--- src/rtl/vx_vec_wb_collector_pkg.sv ---
`default_nettype none
// ============================================================================
// vx_vec_wb_collector_pkg : shared widths and beat/VRF/release record types
// Rev 1.0 : initial release
// ============================================================================
package vx_vec_wb_collector_pkg;

  localparam int NUM_THREADS = 4;
  localparam int XLEN        = 32;
  localparam int NR_BITS     = 6;
  localparam int ISSUE_WIS_W = 2;
  localparam int UUID_W      = 8;
  localparam int PC_W        = 32;
  localparam int NUM_WIS     = 1 << ISSUE_WIS_W;

  typedef struct packed {
    logic [UUID_W-1:0]           uuid;
    logic [ISSUE_WIS_W-1:0]      wis;
    logic [NUM_THREADS-1:0]      tmask;
    logic [PC_W-1:0]             pc;
    logic [NR_BITS-1:0]          rd;
    logic [NUM_THREADS*XLEN-1:0] data;
    logic                        sop;
    logic                        eop;
    logic                        is_vec;
    logic [NR_BITS-1:0]          vd;
    logic [NR_BITS-1:0]          lane_id;
  } wb_data_t;

  localparam int WB_DATA_W = $bits(wb_data_t);

  typedef struct packed {
    logic [ISSUE_WIS_W-1:0]      wis;
    logic [NR_BITS-1:0]          vd;
    logic [NR_BITS-1:0]          lane_id;
    logic [NUM_THREADS-1:0]      tmask;
    logic [NUM_THREADS*XLEN-1:0] data;
    logic                        eop;
  } vrf_req_t;

  localparam int VRF_REQ_W = $bits(vrf_req_t);

  typedef struct packed {
    logic [ISSUE_WIS_W-1:0] wis;
    logic [NR_BITS-1:0]     regno;
    logic                   is_vec;
  } rel_t;

  // A packet must open with sop exactly when the warp is not already inside one.
  function automatic logic seq_violation(input logic sop, input logic in_pkt);
    return sop == in_pkt;
  endfunction

endpackage
`default_nettype wire

--- src/rtl/vx_vec_wb_collector_fifo.sv ---
`default_nettype none
// ============================================================================
// vx_vec_wb_collector_fifo : power-of-two FIFO queue with first-word fall-through
// Rev 1.0 : initial release
// ============================================================================
module vx_vec_wb_collector_fifo #(
  parameter int DEPTH = 4,
  parameter int WIDTH = 8
) (
  input  logic             clk,
  input  logic             reset,
  input  logic             push,
  input  logic             pop,
  input  logic [WIDTH-1:0] data_in,
  output logic [WIDTH-1:0] data_out,
  output logic             empty,
  output logic             full
);

  localparam int PTR_W = $clog2(DEPTH);
  localparam int CNT_W = PTR_W + 1;

  logic [WIDTH-1:0] mem_q [DEPTH];
  logic [WIDTH-1:0] mem_d [DEPTH];
  logic [PTR_W-1:0] rd_ptr_q, rd_ptr_d;
  logic [PTR_W-1:0] wr_ptr_q, wr_ptr_d;
  logic [CNT_W-1:0] count_q, count_d;
  logic             do_push, do_pop;

  assign empty    = (count_q == '0);
  assign full     = (count_q == CNT_W'(DEPTH));
  assign data_out = mem_q[rd_ptr_q];

  // A push into a full queue is only accepted when the head leaves the same cycle.
  assign do_pop  = pop && !empty;
  assign do_push = push && (!full || do_pop);

  always_comb begin
    mem_d    = mem_q;
    rd_ptr_d = rd_ptr_q;
    wr_ptr_d = wr_ptr_q;
    count_d  = count_q;
    if (do_push) begin
      mem_d[wr_ptr_q] = data_in;
      wr_ptr_d        = wr_ptr_q + PTR_W'(1);
    end
    if (do_pop) begin
      rd_ptr_d = rd_ptr_q + PTR_W'(1);
    end
    case ({do_push, do_pop})
      2'b10:   count_d = count_q + CNT_W'(1);
      2'b01:   count_d = count_q - CNT_W'(1);
      default: count_d = count_q;
    endcase
  end

  always_ff @(posedge clk) begin
    if (reset) begin
      mem_q    <= '{default: '0};
      rd_ptr_q <= '0;
      wr_ptr_q <= '0;
      count_q  <= '0;
    end else begin
      mem_q    <= mem_d;
      rd_ptr_q <= rd_ptr_d;
      wr_ptr_q <= wr_ptr_d;
      count_q  <= count_d;
    end
  end

endmodule
`default_nettype wire

--- src/rtl/vx_vec_wb_collector.sv ---
`default_nettype none
// ============================================================================
// vx_vec_wb_collector : splits writeback beats into scalar GPR writes and
// buffered vector VRF writes, and arbitrates scoreboard releases.
// Rev 1.0 : initial release
// ============================================================================
module vx_vec_wb_collector
  import vx_vec_wb_collector_pkg::*;
#(
  parameter int FIFO_DEPTH = 4  // power of two, >= 2
) (
  input  logic                          clk,
  input  logic                          reset,
  input  logic                          wb_valid,
  input  logic [WB_DATA_W-1:0]          wb_data,
  output logic                          gpr_we,
  output logic [ISSUE_WIS_W-1:0]        gpr_wis,
  output logic [NR_BITS-1:0]            gpr_rd,
  output logic [NUM_THREADS-1:0]        gpr_tmask,
  output logic [NUM_THREADS*XLEN-1:0]   gpr_data,
  output logic                          vrf_valid,
  input  logic                          vrf_ready,
  output logic [ISSUE_WIS_W-1:0]        vrf_wis,
  output logic [NR_BITS-1:0]            vrf_vd,
  output logic [NR_BITS-1:0]            vrf_lane_id,
  output logic [NUM_THREADS-1:0]        vrf_tmask,
  output logic [NUM_THREADS*XLEN-1:0]   vrf_data,
  output logic                          rel_valid,
  output logic [ISSUE_WIS_W-1:0]        rel_wis,
  output logic [NR_BITS-1:0]            rel_reg,
  output logic                          rel_is_vec,
  output logic                          err_overflow,
  output logic                          err_seq
);

  wb_data_t beat;
  logic     scalar_beat, vec_beat;
  logic     unused_fields;

  assign beat          = wb_data;
  assign scalar_beat   = wb_valid && !beat.is_vec;
  assign vec_beat      = wb_valid && beat.is_vec;
  assign unused_fields = ^{beat.uuid, beat.pc};

  logic                        gpr_we_q,    gpr_we_d;
  logic [ISSUE_WIS_W-1:0]      gpr_wis_q,   gpr_wis_d;
  logic [NR_BITS-1:0]          gpr_rd_q,    gpr_rd_d;
  logic [NUM_THREADS-1:0]      gpr_tmask_q, gpr_tmask_d;
  logic [NUM_THREADS*XLEN-1:0] gpr_data_q,  gpr_data_d;
  logic                        sc_rel_q,    sc_rel_d;
  logic                        pend_q,      pend_d;
  rel_t                        pend_rel_q,  pend_rel_d;
  logic [NUM_WIS-1:0]          in_pkt_q,    in_pkt_d;
  logic                        err_ovf_q,   err_ovf_d;
  logic                        err_seq_q,   err_seq_d;

  vrf_req_t push_req, head_req;
  logic     fifo_empty, fifo_full, head_valid, pop;

  assign push_req = '{wis: beat.wis, vd: beat.vd, lane_id: beat.lane_id,
                      tmask: beat.tmask, data: beat.data, eop: beat.eop};

  vx_vec_wb_collector_fifo #(
    .DEPTH (FIFO_DEPTH),
    .WIDTH (VRF_REQ_W)
  ) u_fifo (
    .clk      (clk),
    .reset    (reset),
    .push     (vec_beat),
    .pop      (pop),
    .data_in  (push_req),
    .data_out (head_req),
    .empty    (fifo_empty),
    .full     (fifo_full)
  );

  // The release slot holds one packet; a second eop must wait until it drains.
  assign head_valid = !fifo_empty && !(pend_q && head_req.eop);
  assign pop        = head_valid && vrf_ready;

  always_comb begin
    gpr_we_d    = scalar_beat;
    sc_rel_d    = scalar_beat && beat.eop;
    gpr_wis_d   = gpr_wis_q;
    gpr_rd_d    = gpr_rd_q;
    gpr_tmask_d = gpr_tmask_q;
    gpr_data_d  = gpr_data_q;
    pend_d      = pend_q;
    pend_rel_d  = pend_rel_q;
    in_pkt_d    = in_pkt_q;
    err_ovf_d   = err_ovf_q || (vec_beat && fifo_full && !pop);
    err_seq_d   = err_seq_q;

    if (scalar_beat) begin
      gpr_wis_d   = beat.wis;
      gpr_rd_d    = beat.rd;
      gpr_tmask_d = beat.tmask;
      gpr_data_d  = beat.data;
    end

    // Scalar releases win the port; the vector release simply waits.
    if (pend_q && !sc_rel_q) begin
      pend_d = 1'b0;
    end
    if (pop && head_req.eop) begin
      pend_d     = 1'b1;
      pend_rel_d = '{wis: head_req.wis, regno: head_req.vd, is_vec: 1'b1};
    end

    if (wb_valid) begin
      if (seq_violation(beat.sop, in_pkt_q[beat.wis])) begin
        err_seq_d = 1'b1;
      end
      in_pkt_d[beat.wis] = !beat.eop && (beat.sop || in_pkt_q[beat.wis]);
    end
  end

  always_ff @(posedge clk) begin
    if (reset) begin
      gpr_we_q    <= 1'b0;
      gpr_wis_q   <= '0;
      gpr_rd_q    <= '0;
      gpr_tmask_q <= '0;
      gpr_data_q  <= '0;
      sc_rel_q    <= 1'b0;
      pend_q      <= 1'b0;
      pend_rel_q  <= '0;
      in_pkt_q    <= '0;
      err_ovf_q   <= 1'b0;
      err_seq_q   <= 1'b0;
    end else begin
      gpr_we_q    <= gpr_we_d;
      gpr_wis_q   <= gpr_wis_d;
      gpr_rd_q    <= gpr_rd_d;
      gpr_tmask_q <= gpr_tmask_d;
      gpr_data_q  <= gpr_data_d;
      sc_rel_q    <= sc_rel_d;
      pend_q      <= pend_d;
      pend_rel_q  <= pend_rel_d;
      in_pkt_q    <= in_pkt_d;
      err_ovf_q   <= err_ovf_d;
      err_seq_q   <= err_seq_d;
    end
  end

  // Outputs are forced low while reset is asserted, not just after the edge.
  assign gpr_we       = !reset && gpr_we_q;
  assign gpr_wis      = gpr_we ? gpr_wis_q   : '0;
  assign gpr_rd       = gpr_we ? gpr_rd_q    : '0;
  assign gpr_tmask    = gpr_we ? gpr_tmask_q : '0;
  assign gpr_data     = gpr_we ? gpr_data_q  : '0;

  assign vrf_valid    = !reset && head_valid;
  assign vrf_wis      = vrf_valid ? head_req.wis     : '0;
  assign vrf_vd       = vrf_valid ? head_req.vd      : '0;
  assign vrf_lane_id  = vrf_valid ? head_req.lane_id : '0;
  assign vrf_tmask    = vrf_valid ? head_req.tmask   : '0;
  assign vrf_data     = vrf_valid ? head_req.data    : '0;

  assign rel_valid    = !reset && (sc_rel_q || pend_q);
  assign rel_wis      = !rel_valid ? '0 : (sc_rel_q ? gpr_wis_q : pend_rel_q.wis);
  assign rel_reg      = !rel_valid ? '0 : (sc_rel_q ? gpr_rd_q  : pend_rel_q.regno);
  assign rel_is_vec   = rel_valid && !sc_rel_q && pend_rel_q.is_vec;

  assign err_overflow = !reset && err_ovf_q;
  assign err_seq      = !reset && err_seq_q;

endmodule
`default_nettype wire

--- config.mk ---
export PLATFORM = sky130hd
export DESIGN_NAME = vx_vec_wb_collector
export DESIGN_NICKNAME = d
export VERILOG_FILES = /design/src/rtl/vx_vec_wb_collector_pkg.sv /design/src/rtl/vx_vec_wb_collector_fifo.sv /design/src/rtl/vx_vec_wb_collector.sv
export SDC_FILE = /design/constraint.sdc
export NUM_CORES = 2
export LEC_CHECK = 0
export CAP_MARGIN = 20
export CORE_ASPECT_RATIO = 0.75
export CORE_MARGIN = 5
export CORE_UTILIZATION = 55
export CTS_CLUSTER_SIZE = 8
export DETAILED_ROUTE_END_ITERATION = 8
export PLACE_DENSITY_LB_ADDON = 0.05
export SLEW_MARGIN = 20
export SYNTH_ARGS = -nofsm -noshare
export SYNTH_HDL_FRONTEND = slang
export SYNTH_SLANG_ARGS = --single-unit
--- constraint.sdc ---
create_clock -name clk -period 3.1 [get_ports clk]
set_input_delay 0.465 -clock clk [delete_from_list [all_inputs] [get_ports clk]]
set_output_delay 0.465 -clock clk [all_outputs]
set_load 0.1 [all_outputs]
After elaboration in Yosys (flattened, before gate mapping):

Cells that the tools add are included.

* bitwise operators: 2
* add/subtract/negate cells: 4
* mux-type cells: 27
* $lt $le $gt $ge: 5
* equality and inequality tests: 4
* reduce and logical (&&, ||, !) cells: 38

Operator list (number)
* 588-bit bitwise mux: 1
* 147-bit two-way mux: 3
* 147-bit binary-select mux with 2-bit select: 1
* 147-bit demux with 2-bit select: 1
* 128-bit two-way mux: 2
* 6-bit two-way mux: 5
* 1-bit logical AND: 22
* 1-bit logical NOT: 8
* 2-bit two-way mux: 4
* 4-bit two-way mux: 2
* 3-bit >= comparator, second input constant: 2
* 2-bit inverter with 3-bit output: 2
* 3-bit one-hot mux with 2 select lines: 1
* 2-bit by 1-bit adder with 2-bit output, second input constant: 2
* 4-bit bitwise mux: 1
* 1-bit logical OR: 4
* 1-bit two-way mux: 4
* 2-bit nonzero test: 2
* 3-bit by 1-bit adder with 3-bit output, second input constant: 1
* 3-bit equality test, second input constant: 1
* 3-bit logical NOT: 1
* 2-bit by 3-bit less-than comparator with 1-bit output, second input constant: 1
* 3-bit by 1-bit less-than comparator with 1-bit output, second input constant: 1
* 3-bit by 1-bit subtractor with 3-bit output, second input constant: 1
* 7 further kinds: 7

* bits of input ports: 199
* word-level logic and storage cells: 100
* register bits after elaboration: 753
* output and inout bits: 300

Logic depth before layout (Yosys ltp):

* depth in word-level cells: 13
* mapped depth: 11

By module:

A second synthesis with hierarchy kept.

* cells, all modules: 3314
* area total of the unflattened synthesis: 34531.9 µm²

By module, submodules not included
* vx_vec_wb_collector_fifo: cells each 2294, instances 1, area an instance 26880.8 µm²
* vx_vec_wb_collector: cells each 1020, instances 1, area an instance 7651.1 µm²

Least setup slack after synthesis:

OpenSTA, ideal clock, no wires.

* path kind: input -> output
* start point: input reset
* end point: output rel_is_vec
* stages: 5
* data required time: 2.635 ns
* arrival time: 3.308 ns
* slack: -0.673 ns
* path buffers: 3
* cells stage by stage: clkbuf_1 > clkbuf_1 > clkbuf_1 > o21bai_1 > nor3_1

* cells in the longest elaborated chain, start to end: 4

RTL lines
* from (decl): line vx_vec_wb_collector.sv:13 `input logic reset,`
* 1-bit logical NOT: line vx_vec_wb_collector.sv:160 `assign rel_valid = !reset && (sc_rel_q || pend_q);`
* 1-bit logical AND: line vx_vec_wb_collector.sv:160
* 1-bit logical AND (2 in a row): line vx_vec_wb_collector.sv:163 `assign rel_is_vec = rel_valid && !sc_rel_q && pend_rel_q.is_vec;`
* to (decl): line vx_vec_wb_collector.sv:31 `output logic rel_is_vec,`

Every way passes these cells.

Worst setup path in the final report:

* start point: register u_fifo.rd_ptr_q[0]
* end point: output vrf_data[28]

* cells in the longest elaborated chain, start to end: 9

RTL lines
* from (decl): line vx_vec_wb_collector_fifo.sv:25 `logic [PTR_W-1:0] rd_ptr_q, rd_ptr_d;`
* from (signal assigned): line vx_vec_wb_collector_fifo.sv:65 `rd_ptr_q <= rd_ptr_d;`
* 2-bit inverter with 3-bit output (not written as such) *: line vx_vec_wb_collector_fifo.sv:32 `assign data_out = mem_q[rd_ptr_q];`
* 147-bit binary-select mux with 2-bit select *: line vx_vec_wb_collector_fifo.sv:32
* 147-bit two-way mux (not written as such) * (2 in a row): line vx_vec_wb_collector_fifo.sv:32
* 1-bit logical AND: line vx_vec_wb_collector.sv:78 `assign head_valid = !fifo_empty && !(pend_q && head_req.eop);`
* 1-bit logical NOT: line vx_vec_wb_collector.sv:78
* 1-bit logical AND: line vx_vec_wb_collector.sv:78
* 1-bit logical AND: line vx_vec_wb_collector.sv:153 `assign vrf_valid = !reset && head_valid;`
* 128-bit two-way mux *: line vx_vec_wb_collector.sv:158 `assign vrf_data = vrf_valid ? head_req.data : '0;`
* to (decl): line vx_vec_wb_collector.sv:27 `output logic [NUM_THREADS*XLEN-1:0] vrf_data,`

Mark *: on every way between the ends. The rest lies on a longest branch, timed or not. The select of a mux whose other input is x is not followed.

==> results_dict.tcl <==
set metrics [dict create \
    worstMarginPinSlew_ns 1.087 \
    core_area_um2 64860 \
    violations "setup timing" \
    fillers 4434 \
    syn_to_final_growth_pct 32.33 \
    gp_congestion 0.7966 \
    synthTopCellsByArea "dfxtp_1 (42%), mux2i_1 (17%), nand2b_1 (13%), mux4_2 (9.3%), nor2b_4 (3.8%)" \
    synth_commonest_cells "dfxtp_1 (753), nand2b_1 (739), mux2i_1 (609)" \
    cp-start-kind "flip-flop" \
    cts_buffer_depth 3 \
    numPortBuffers 458 \
    layout.nets 3908 \
    cts_sinks 753 \
    fmax_ghz 0.3207 \
    p_sw_mw 9.170 \
    synth_nets 3532 \
    slew_headroom 0.2754 \
    yosys_warnings 0 \
    first_pass_iters 6 \
    endpoint_kind "output port" \
    synth_edf_count 0 \
    p_sw_frac 0.3147 \
    reg2reg_depth 12 \
    required_ns 2.63 \
    route.vias.total 25210 \
    holdCritPathClass "input pin to flip-flop" \
    yosys.area.top_type "dfxtp_1" \
    internal-power_mw 19.97 \
    worst-path-max-fanout 9 \
    path_clk_slew_ns 0.05 \
    synth_ff_type "dfxtp_1" \
    r2r_slack_ns 0.40 \
    crit_top_cell "buf_12" \
    whs_path_depth 2 \
    maxCapViolations 0 \
    critPathKind "flip-flop to output port" \
    worstPathArrival_ns 2.65 \
    final-setup-viol-count 5 \
    hold_start "reset" \
    fin_crit_ns 3.118 \
    cp_slowest_cell "or3_4" \
    die_y_um 231.0 \
    grt_util_all_layers 0.2657 \
    via_per_inst 5.494 \
    worstSkewPairLatency_ns 0.65 \
    cellPowerDensity_nw_per_um2 614.8 \
    ir_drop_uv 534.5 \
    htree_levels 3 \
    grt_overflow_total 0 \
    yosysSeqAreaShare 0.4209 \
    antenna_found_initial 10 \
    pwr-share-clk 0.341 \
    fin_skew_ns 0.01284 \
    finalInstanceArea_um2 47400 \
    drc 0 \
    p_total_mw 29.14 \
    cts_root_buf "clkbuf_16" \
    fp.dieArea_um2 70380 \
    drtAntennaViolNets 0 \
    fin_ws_ns -0.01783 \
    regToRegStartpoint "u_fifo.rd_ptr_q[0]" \
    rr_endpoint "u_fifo.count_q[2]" \
    wirelength_um 97640 \
    timing_hold_violations_final 0 \
    slowest_delay_ns 0.44 \
    syn-mean-instance-area_um2 10.77 \
    ys_async_sr_fraction 0 \
    fin_cells 4589 \
    die_x_um 304.7 \
    path_cells "mux2i_4 -> o22ai_4 -> or3_4 -> buf_12 -> buf_16 -> nor2b_4 -> buf_12" \
    grt_pass1_wl_um 150300 \
    io_pins 499 \
    drt_iter0_drc 1575 \
    finalMaxSlewViolations 0 \
    ys_types 40 \
    grt_pass1_vias 26790 \
    synth.most_common_cell "dfxtp_1" \
    dp_hpwl_um 60220 \
    worst_hold_slack_ns 0.07828 \
    min_to "gpr_wis_q[1]" \
    p_comb_frac 0.300 \
    rsz0062_at_grt "yes" \
    synth_cells 3326 \
    status "complete, but fails checks" \
    yosysTopAreaCellShare 0.4209 \
    p_leak_nw 19.05 \
    grt_max_degree 313 \
    finalCritPeriodShare 1.006 \
    drive_gt1_frac 0.2172 \
    postPlaceCellArea_um2 43560 \
    dp_cells 4435 \
    synthesis.area_um2 35820 \
    initial_utilization 0.5522 \
    cts_tree "built" \
    ys_seq_elements 753 \
    cts_buffers 104 \
    rows 81 \
    wl_per_cell_um 21.28 \
    seq_power_share 0.359 \
]
cells by family after synthesis:
kind of cell,after synthesis,synth area share
XOR/XNOR,3,0.0007337
AO/OA/AOI/OAI,156,0.02400
buffers and inverters,282,0.04967
flip-flops,753,0.4209
adder cells (fa/ha/maj),7,0.002655
multiplexers,761,0.2651
AND/OR/NAND/NOR,1364,0.2369
worst max-delay path: cells and delay by family, from the launching register on:
kind / cells / cell delay (ns)
multiplexers: 1 / 0.28
AND/OR/NAND/NOR: 2 / 0.61
buffers and inverters: 3 / 0.58
AO/OA/AOI/OAI: 1 / 0.10
flip-flops: 1 / 0.42
per-stage QoR:
stage / TNS, ns / worst slack [ns] / utilization
after floorplan: -6.915 / -0.2197 / -
after global placement: 0 / 0.2728 / 0.6716
after detailed placement: 0 / 0.2529 / 0.6716
after CTS: -3.214 / -0.08515 / 0.7268
after global routing: -4.857 / -0.07595 / 0.7307
final: -0.03249 / -0.01783 / 0.7307
flip-flops by register name (all words and copies together) (netlist names):
register / flops
u_fifo.mem_q: 588
err_seq_q: 1
pend_q: 1
u_fifo.wr_ptr_q: 2
in_pkt_q: 4
pend_rel_q: 9
sc_rel_q: 1
u_fifo.rd_ptr_q: 2
gpr_tmask_q: 4
gpr_wis_q: 2
gpr_we_q: 1
err_ovf_q: 1
gpr_rd_q: 6
gpr_data_q: 128
u_fifo.count_q: 3
worst max-delay path by stage:
stage / startpoint / to / slack, ns / depth (start not counted)
after floorplan: u_fifo.rd_ptr_q[0] / vrf_data[100] / -0.22 / 7
after global placement: vrf_ready / u_fifo.count_q[2] / 0.27 / 10
after detailed placement: wb_data[12] / u_fifo.mem_q[136] / 0.25 / 7
after CTS: u_fifo.rd_ptr_q[0] / vrf_data[45] / -0.09 / 4
after global routing: u_fifo.rd_ptr_q[0] / vrf_data[116] / -0.08 / 7
final: u_fifo.rd_ptr_q[0] / vrf_data[28] / -0.02 / 7
repair_timing:
action	4_1_cts	5_1_grt
setup buffers	9	2
gates cloned	14	8
hold buffers	0	0
pin swaps	1	2
setup endpoints to repair	148	147
gates resized for setup	98	11
layout by cell type (no fill, tap or decap), drive strengths merged, types with 2 or more instances in the layout:
cell type | Yosys | layout
nor2 | 34 | 34
o2bb2a | 3 | 3
a21oi | 145 | 145
nand3b | 2 | 2
nand2 | 285 | 285
ha | 6 | 6
or3 | 2 | 2
clkbuf | 160 | 116
mux2 | 2 | 2
and2 | 142 | 142
clkinv | 0 | 3
buf | 109 | 374
nor3 | 2 | 2
nor2b | 151 | 151
clkdlybuf4s50 | 0 | 157
xor2 | 2 | 2
nor3b | 2 | 2
nand2b | 739 | 739
inv | 13 | 17
dfxtp | 753 | 753
mux2i | 611 | 611
mux4 | 148 | 148
diode | 0 | 7
nand3 | 5 | 5
layer usage:
layer,GRT usage,vias to the layer above,share of wire
li1,-,11850,-
met1,0.3421,12640,0.43
met2,0.4430,573,0.48
met3,0.06824,150,0.060
met4,0.08406,6,0.027
met5,0,-,0.00040
power groups by stage:
stage	logic, mW	clock network [mW]	registers (mW)
2_1_floorplan	5.45	0	10.5
3_3_place_gp	7.04	0	10.6
3_5_place_dp	7.10	0	10.6
4_1_cts	8.39	10.2	10.4
5_1_grt	9.14	10.6	10.5
6_report	8.74	9.94	10.5
area by class of cell:
| type | instances | area [um2] | share of cell area |
|---|---|---|---|
| Multi-Input combinational cell | 2291 | 19360 | 0.4085 |
| Sequential cell | 753 | 15080 | 0.3182 |
| Timing Repair Buffer | 539 | 9070 | 0.1914 |
| Clock buffer | 108 | 2639 | 0.05567 |
| Tap cell | 871 | 1090 | 0.02299 |
| Clock inverter | 7 | 90.09 | 0.001901 |
| Inverter | 13 | 48.80 | 0.001030 |
| Antenna cell | 7 | 17.52 | 0.0003696 |
Note: power is estimated with default switching activity, not from simulation.
